File: src/rtl/event_latch_ctrl.sv
// ============================================================================
// event_latch_ctrl : synchronise, edge-detect and latch events; hand a stable
//                    snapshot and save request to the UFM event-save writer.
// Revision: 1.0
// ============================================================================
`default_nettype none

module event_latch_ctrl #(
  parameter int GPI_BIT     = 512,
  parameter int SYNC_STAGES = 2,
  parameter int HOLDOFF_MS  = 10,
  parameter int TIMEOUT_MS  = 1000
) (
  input  logic               clk_i,
  input  logic               resetn_i,
  input  logic [GPI_BIT-1:0] evt_i,
  input  logic [GPI_BIT-1:0] evt_mask_i,
  input  logic               tick_1ms_i,
  input  logic               clear_i,
  input  logic               save_busy_i,
  input  logic               save_done_i,
  output logic [GPI_BIT-1:0] gpi_o,
  output logic               save_req_o,
  output logic               evt_pending_o,
  output logic [15:0]        save_cnt_o,
  output logic               timeout_o
);

  localparam int HW = (HOLDOFF_MS > 0) ? $clog2(HOLDOFF_MS + 1) : 1;
  localparam int TW = (TIMEOUT_MS > 0) ? $clog2(TIMEOUT_MS + 1) : 1;

  localparam logic [1:0] c_st_idle    = 2'd0;
  localparam logic [1:0] c_st_holdoff = 2'd1;
  localparam logic [1:0] c_st_req     = 2'd2;
  localparam logic [1:0] c_st_wait    = 2'd3;

  logic [SYNC_STAGES-1:0][GPI_BIT-1:0] sync_q, sync_d;
  logic [GPI_BIT-1:0] prev_q, latch_q, latch_d, gpi_q, gpi_d;
  logic [1:0]         state_q, state_d;
  logic [HW-1:0]      hold_q, hold_d;
  logic [TW-1:0]      to_q, to_d;
  logic               req_q, req_d, pending_q, pending_d;
  logic               timeout_q, timeout_d, clr_pend_q, clr_pend_d;
  logic [15:0]        cnt_q, cnt_d;
  logic [GPI_BIT-1:0] w_rise, w_new;
  logic               w_go_idle;

  always_comb begin
    sync_d[0] = evt_i;
    for (int i = 1; i < SYNC_STAGES; i++) sync_d[i] = sync_q[i-1];
  end

  assign w_rise = sync_q[SYNC_STAGES-1] & ~prev_q & evt_mask_i;
  assign w_new  = latch_q & ~gpi_q;

  always_comb begin
    state_d    = state_q;
    hold_d     = hold_q;
    to_d       = to_q;
    gpi_d      = gpi_q;
    req_d      = req_q;
    cnt_d      = cnt_q;
    clr_pend_d = clr_pend_q;
    timeout_d  = clear_i ? 1'b0 : timeout_q;
    // A rise coincident with clear survives into the fresh log.
    latch_d    = clear_i ? w_rise : (latch_q | w_rise);
    pending_d  = clear_i ? 1'b0 : (|w_new);
    w_go_idle  = 1'b0;

    case (state_q)
      c_st_idle: begin
        if (clear_i) begin
          gpi_d = '0;
        end else if (pending_q) begin
          if (HOLDOFF_MS > 0) begin
            state_d = c_st_holdoff;
            hold_d  = HW'(HOLDOFF_MS);
          end else begin
            state_d = c_st_req;
            gpi_d   = latch_q;
            req_d   = 1'b1;
            to_d    = TW'(TIMEOUT_MS);
          end
        end
      end
      c_st_holdoff: begin
        if (clear_i) begin
          gpi_d   = '0;
          state_d = c_st_idle;
        end else if (tick_1ms_i) begin
          if (hold_q == HW'(1)) begin
            state_d = c_st_req;
            gpi_d   = latch_q;
            req_d   = 1'b1;
            to_d    = TW'(TIMEOUT_MS);
          end else begin
            hold_d = hold_q - HW'(1);
          end
        end
      end
      default: begin
        // REQ / WAIT_DONE: the handshake always runs to completion or timeout.
        if (clear_i) clr_pend_d = 1'b1;
        if (save_done_i) begin
          if (cnt_q != 16'hFFFF) cnt_d = cnt_q + 16'd1;
          w_go_idle = 1'b1;
        end else if (state_q == c_st_req && save_busy_i) begin
          state_d = c_st_wait;
          req_d   = 1'b0;
        end else if (tick_1ms_i) begin
          if (to_q == TW'(1)) begin
            timeout_d = 1'b1;
            w_go_idle = 1'b1;
          end else begin
            to_d = to_q - TW'(1);
          end
        end
        if (w_go_idle) begin
          state_d    = c_st_idle;
          req_d      = 1'b0;
          clr_pend_d = 1'b0;
          if (clr_pend_q || clear_i) gpi_d = '0;
        end
      end
    endcase
  end

  always_ff @(posedge clk_i or negedge resetn_i) begin
    if (!resetn_i) begin
      sync_q     <= '0;
      prev_q     <= '0;
      latch_q    <= '0;
      gpi_q      <= '0;
      state_q    <= c_st_idle;
      hold_q     <= '0;
      to_q       <= '0;
      req_q      <= 1'b0;
      pending_q  <= 1'b0;
      timeout_q  <= 1'b0;
      clr_pend_q <= 1'b0;
      cnt_q      <= '0;
    end else begin
      sync_q     <= sync_d;
      prev_q     <= sync_q[SYNC_STAGES-1];
      latch_q    <= latch_d;
      gpi_q      <= gpi_d;
      state_q    <= state_d;
      hold_q     <= hold_d;
      to_q       <= to_d;
      req_q      <= req_d;
      pending_q  <= pending_d;
      timeout_q  <= timeout_d;
      clr_pend_q <= clr_pend_d;
      cnt_q      <= cnt_d;
    end
  end

  assign gpi_o         = gpi_q;
  assign save_req_o    = req_q;
  assign evt_pending_o = pending_q;
  assign save_cnt_o    = cnt_q;
  assign timeout_o     = timeout_q;

endmodule

`default_nettype wire
File: config.mk
export PLATFORM = sky130hd
export DESIGN_NAME = event_latch_ctrl
export DESIGN_NICKNAME = d
export VERILOG_FILES = /design/src/rtl/event_latch_ctrl.sv
export SDC_FILE = /design/constraint.sdc
export NUM_CORES = 2
export LEC_CHECK = 0
export ABC_AREA = 0
export CORE_AREA = 2 2 607 609
export DETAILED_ROUTE_END_ITERATION = 10
export DIE_AREA = 0 0 609 611
export GPL_TIMING_DRIVEN = 0
export PLACE_DENSITY = 0.4
export SETUP_SLACK_MARGIN = 0.15
export SLEW_MARGIN = 10
export SYNTH_ARGS = -nofsm -noshare
export SYNTH_HDL_FRONTEND = slang
export SYNTH_SLANG_ARGS = --single-unit
File: constraint.sdc
create_clock -name clk_i -period 3.4 [get_ports clk_i]
set_input_delay 0.68 -clock clk_i [delete_from_list [all_inputs] [get_ports clk_i]]
set_output_delay 0.68 -clock clk_i [all_outputs]
set_load 0.02 [all_outputs]
# Word-level counts from Yosys, hierarchy flattened
# Cells that the tools add are included.
# classes
addsub,3
n_eq_ne,19
muxes,52
n_bitwise,8
n_reduce_logical,19
# ops
operator,count
2-to-1 mux 512 bit,7
AND 512 bit,3
NOT 512 bit,2
case mux 512 bit (2 select lines),1
OR 512 bit,1
OR reduction 512 bit,1
2-to-1 mux 10 bit,7
2-to-1 mux 1 bit,20
2-to-1 mux 4 bit,5
case mux 10 bit (2 select lines),1
AND reduction 6 bit,3
"adder 16 x 1 -> 16 bit, second input constant",1
2-to-1 mux 2 bit,8
"!= test 16 bit, second input constant",1
"!= test 2 bit, second input constant",7
"equality test 10 x 1 -> 1 bit, second input constant",1
"subtractor 10 x 1 -> 10 bit, second input constant",1
nonzero test 3 bit,3
case mux 4 bit (2 select lines),1
AND reduction 8 bit,1
"!= test 2 x 1 -> 1 bit, second input constant",3
"!= test 3 bit, second input constant",2
nonzero test 2 bit,3
AND reduction 5 bit,1
other kinds (16),17
# totals
regBits,2596
in_bits,1030
output_inout_bits,531
wordCells,114

# Longest topological paths before layout
# logic_depth
ltp_word,8
mapped_depth,10
depth_no_buf,8

# Worst setup path after synthesis
# No wires, ideal clock.
# synth_path
path_type,register -> register
startpoint,register to_q[1]
endpoint,register gpi_q[100] (netlist: gpi_o[100])
setup_time_ps,121
t_arrival_ps,2154
t_required_ps,3279
setup_slack_ps,1125
path_stages_with_launch,11
path_buffers,2
synth_period_minus_slack_ps,2275
path_cell_list,dfrtp_1 -> inv_1 -> ha_1 -> or3b_2 -> nor4_2 -> nand2_1 -> nor2_2 -> o22ai_4 -> buf_6 -> buf_6 -> a22o_1
# synth_via
elab_chain_cells,8
# synth_rtl
element,line_no,source
from (decl),41,"logic [TW-1:0] to_q, to_d;"
from (signal assigned),149,to_q <= to_d;
equality test 10 x 1 -> 1 bit,111,if (to_q == TW'(1)) begin
2-to-1 mux 1 bit,111,
2-to-1 mux 1 bit,110,end else if (tick_1ms_i) begin
2-to-1 mux 1 bit,107,end else if (state_q == c_st_req && save_busy_i) begin
2-to-1 mux 1 bit,104,if (save_done_i) begin
2-to-1 mux 1 bit,70,case (state_q)
nonzero test 3 bit (no source line),-,
AND reduction 5 bit (no source line),-,
to (signal assigned),146,gpi_q <= gpi_d;
to (decl),38,"logic [GPI_BIT-1:0] prev_q, latch_q, latch_d, gpi_q, gpi_d;"
# Every way passes these cells. The select of a mux whose other input is x is not followed.
# A chain may end at the register's enable or synchronous reset.

# Worst setup path after layout
# layout_path
startpoint,register gpi_q[439] (netlist: gpi_o[439])
endpoint,output port gpi_o[439]
# layout_lines
element,line_no,source
to (decl),22,"output logic [GPI_BIT-1:0] gpi_o,"
# No word-level cell between the ends.

==> results.py <==
metrics = {
    "outcome": {
        "violations": "hold timing",
        "outcome": "finished with violations",
    },
    "routing": {
        "m1WireLength_mm": 177,
        "highest_layer": "met5",
        "ant_nets": 0,
        "drt_iter0_drc": 4628,
        "wl_met3_mm": 26.5,
        "first_pass_iters": 7,
        "drt_wl_total_mm": 433,
        "wire_per_inst_um": 34.8,
        "routed-wl-met2_mm": 212,
        "via_per_inst": 4.43,
        "vias": 55100,
        "route.detailed.drc": 0,
    },
    "place": {
        "dp_slack_ns": -1.15,
        "io_buffers": 1559,
        "dpl.cell_count": 11800,
        "dp_hpwl_mm": 341,
        "gp_congestion": 0.900,
    },
    "logic_synthesis": {
        "ys_warn_count": 0,
        "ys_top_cells_by_area": "dfrtp_1, a22o_1, o22ai_1",
        "ys_seq_area_share_pct": 80.0,
        "syn_inst": 5395,
        "synth_largest_area_cell": "dfrtp_1",
        "syn_area_per_cell_um2": 15.1,
        "syn-num-nets": 6430,
        "yosys.area.top_type_share_pct": 80.0,
        "ys_ff_latch": 2596,
        "syn_area_um2": 81200,
        "synth_cell_type_count": 43,
    },
    "worst_setup_path": {
        "slowest_stage": "clkdlybuf4s50_1",
        "crit_chain": "clkdlybuf4s50_1",
        "end_kind": "primary output",
        "endpoint": "gpi_o[439]",
        "critPathMaxFanout": 3,
        "worst_setup_path_start_kind": "flip-flop",
        "crit_family": "buffers and inverters",
        "r2r_slack_ns": 0.36,
        "r2r-start": "gpi_o[71]",
        "path_depth": 1,
        "crit_path_start": "gpi_o[439]",
        "crit_required_ns": 2.72,
        "cp.arrival_ns": 2.38,
        "r2r_end": "evt_pending_o",
        "reg2reg_depth": 7,
        "cpPeakStageDelay_ns": 1.07,
        "crit_buf_inv": 1,
        "crit_type": "reg2out",
    },
    "floorplanning": {
        "die_w_um": 609,
        "initial_core_util_pct": 22.3,
        "io_pins": 1561,
        "std_cell_rows": 222,
        "fp.dieH_um": 611,
        "core_um2": 365000,
        "die_area_um2": 372000,
    },
    "sta": {
        "finalMaxSlewViolations": 0,
        "period_needed_ns": 3.06,
        "holdWs_ns": -0.286,
        "rsz0062_at_grt": "no",
        "skew_ns": 0.0823,
        "max_freq_mhz": 326,
        "worst_slew_pin_slew_ns": 1.41,
        "finalCritPeriodShare_pct": 90.1,
        "hold_viol_final": 121,
        "setup_viol": 0,
        "slew_headroom_pct": 5.96,
        "setup_slack_ns": 0.336,
    },
    "final_layout": {
        "final_cell_mix": "dfrtp_1, clkdlybuf4s50_1, o22ai_1, nand2_1, inv_1",
        "final_layout_size_suffix_gt1_share_pct": 9.32,
        "nets": 8350,
        "layout_commonest_cell": "dfrtp_1",
        "fin_cells": 12400,
        "area_growth_pct": 41.3,
        "num-fill-cells": 36500,
    },
    "pwr": {
        "ir_drop_mv": 0.401,
        "total_leakage_power_uw": 0.0502,
        "powerDensity_nw_per_um2": 625,
    },
    "grt": {
        "grt_pass1_vias": 56900,
        "antenna_found_initial": 286,
        "grt_max_degree": 169,
        "grt.total_usage_pct": 22.8,
        "grt-ovfl-total": 0,
        "grt_pass1_wl_mm": 561,
    },
    "clock_tree": {
        "cts_root_buffer": "clkbuf_16",
        "cts.reportedPaths.clkPinSlew_ns": 0.06,
        "clk-insertion-delay-late_ns": 0.92,
        "cts_tree": "yes",
        "clock-sinks": 2596,
        "htree_num_levels": 5,
        "numCtsBuffers": 310,
        "cts_buffer_depth": 4,
    },
    "run": {
        "drv_cap": 0,
    },
    "worst_hold_path": {
        "hp-class": "in2async",
    },
}
[where the power goes]
group / total (µW) / switching [µW] / internal [µW]
Clock: 33800 / 14000 / 19700
Combinational: 4810 / 2880 / 1930
Sequential: 33200 / 781 / 32400
Total: 71800 / 17700 / 54100
[through the flow]
step / utilization, % / hold WS, ns / total power, µW / instance area (µm²) / TNS, ns
floorplan: - / 0.331 / 34800 / 81200 / 0
finish: 31.5 / -0.286 / 71800 / 115000 / 0
global placement: 28.2 / 0.331 / 38200 / 103000 / -
detailed placement: 28.5 / 0.335 / 38600 / 104000 / -514.80
CTS: 31.4 / -0.301 / 72700 / 115000 / 0
global route: 31.4 / -0.254 / 74400 / 115000 / 0
[cells in the mapped netlist, drive strengths merged]
cell type  count
a211oi         1
a21o           2
a21oi          8
a22o         512
a41oi          1
and2           1
and3           3
and4           3
buf           69
clkbuf       105
dfrtp       2596
ha             5
inv          518
mux2           1
nand2        534
nand2b       142
nand3         12
nand3b         1
nand4         21
nand4b         1
nor2          22
nor2b          2
nor3          32
nor3b          2
nor4          37
nor4b          2
o2111ai       46
o21ai          5
o22ai        680
o31ai          1
o41ai          1
or3            1
or3b           2
or4            2
xnor2         15
xor2           9
[how the worst min path moves through the flow]
stage               cells after the start      endpoint    startpoint  slack, ns
global route                            1   sync_d[553]      resetn_i      -0.25
global placement                        0   sync_q[707]   sync_d[707]       0.33
CTS                                     1   sync_d[553]      resetn_i      -0.30
detailed placement                      0  sync_q[1023]  sync_d[1023]       0.33
floorplan                               0  sync_q[1000]  sync_d[1000]       0.33
finish                                  1   sync_d[553]      resetn_i      -0.29
[what timing repair did]
item	in CTS	in global routing
resized for setup	53	16
gates cloned	0	1
setup endpoints to repair	512	249
endpoints found under the hold margin	121	121
pin swaps	1	2
setup buffers	0	2
[cell type report]
| cell class | count | area (µm²) | share of cell area (%) |
|---|---|---|---|
| Antenna cell | 64 | 160 | 0.140 |
| Buffer | 174 | 1240 | 1.08 |
| Clock buffer | 451 | 9060 | 7.90 |
| Clock inverter | 108 | 1270 | 1.11 |
| Inverter | 518 | 1940 | 1.69 |
| Multi-Input combinational cell | 2107 | 13300 | 11.6 |
| Sequential cell | 2596 | 65000 | 56.6 |
| Tap cell | 4816 | 6030 | 5.25 |
| Timing Repair Buffer | 1608 | 16800 | 14.6 |
[sequential cells by signal, indices dropped and copies added, names as in the netlist]
name,flops
gpi_o,512
latch_q,512
prev_q,512
sync_d,512
sync_q,512
save_cnt_o,16
to_q,10
hold_q,4
state_q,2
clr_pend_q,1
evt_pending_o,1
save_req_o,1
timeout_o,1
[per-layer routing]
layer	global-route usage (%)	vias to the layer above
met3	4.84	878
met5	0	-
met2	38.6	2351
met1	28.6	29100
met4	8.27	54
li1	-	22700
[kinds of logic after synthesis]
family / count (synthesis) / share of synthesized area (%)
compound gates: 1257 / 11.4
xor+xnor: 24 / 0.259
fa+ha+maj: 5 / 0.0770
buf+inv: 692 / 3.69
flops: 2596 / 80.0
mux: 1 / 0.0139
simple gates: 820 / 4.58
Note: power is estimated with default switching activity, not from simulation.
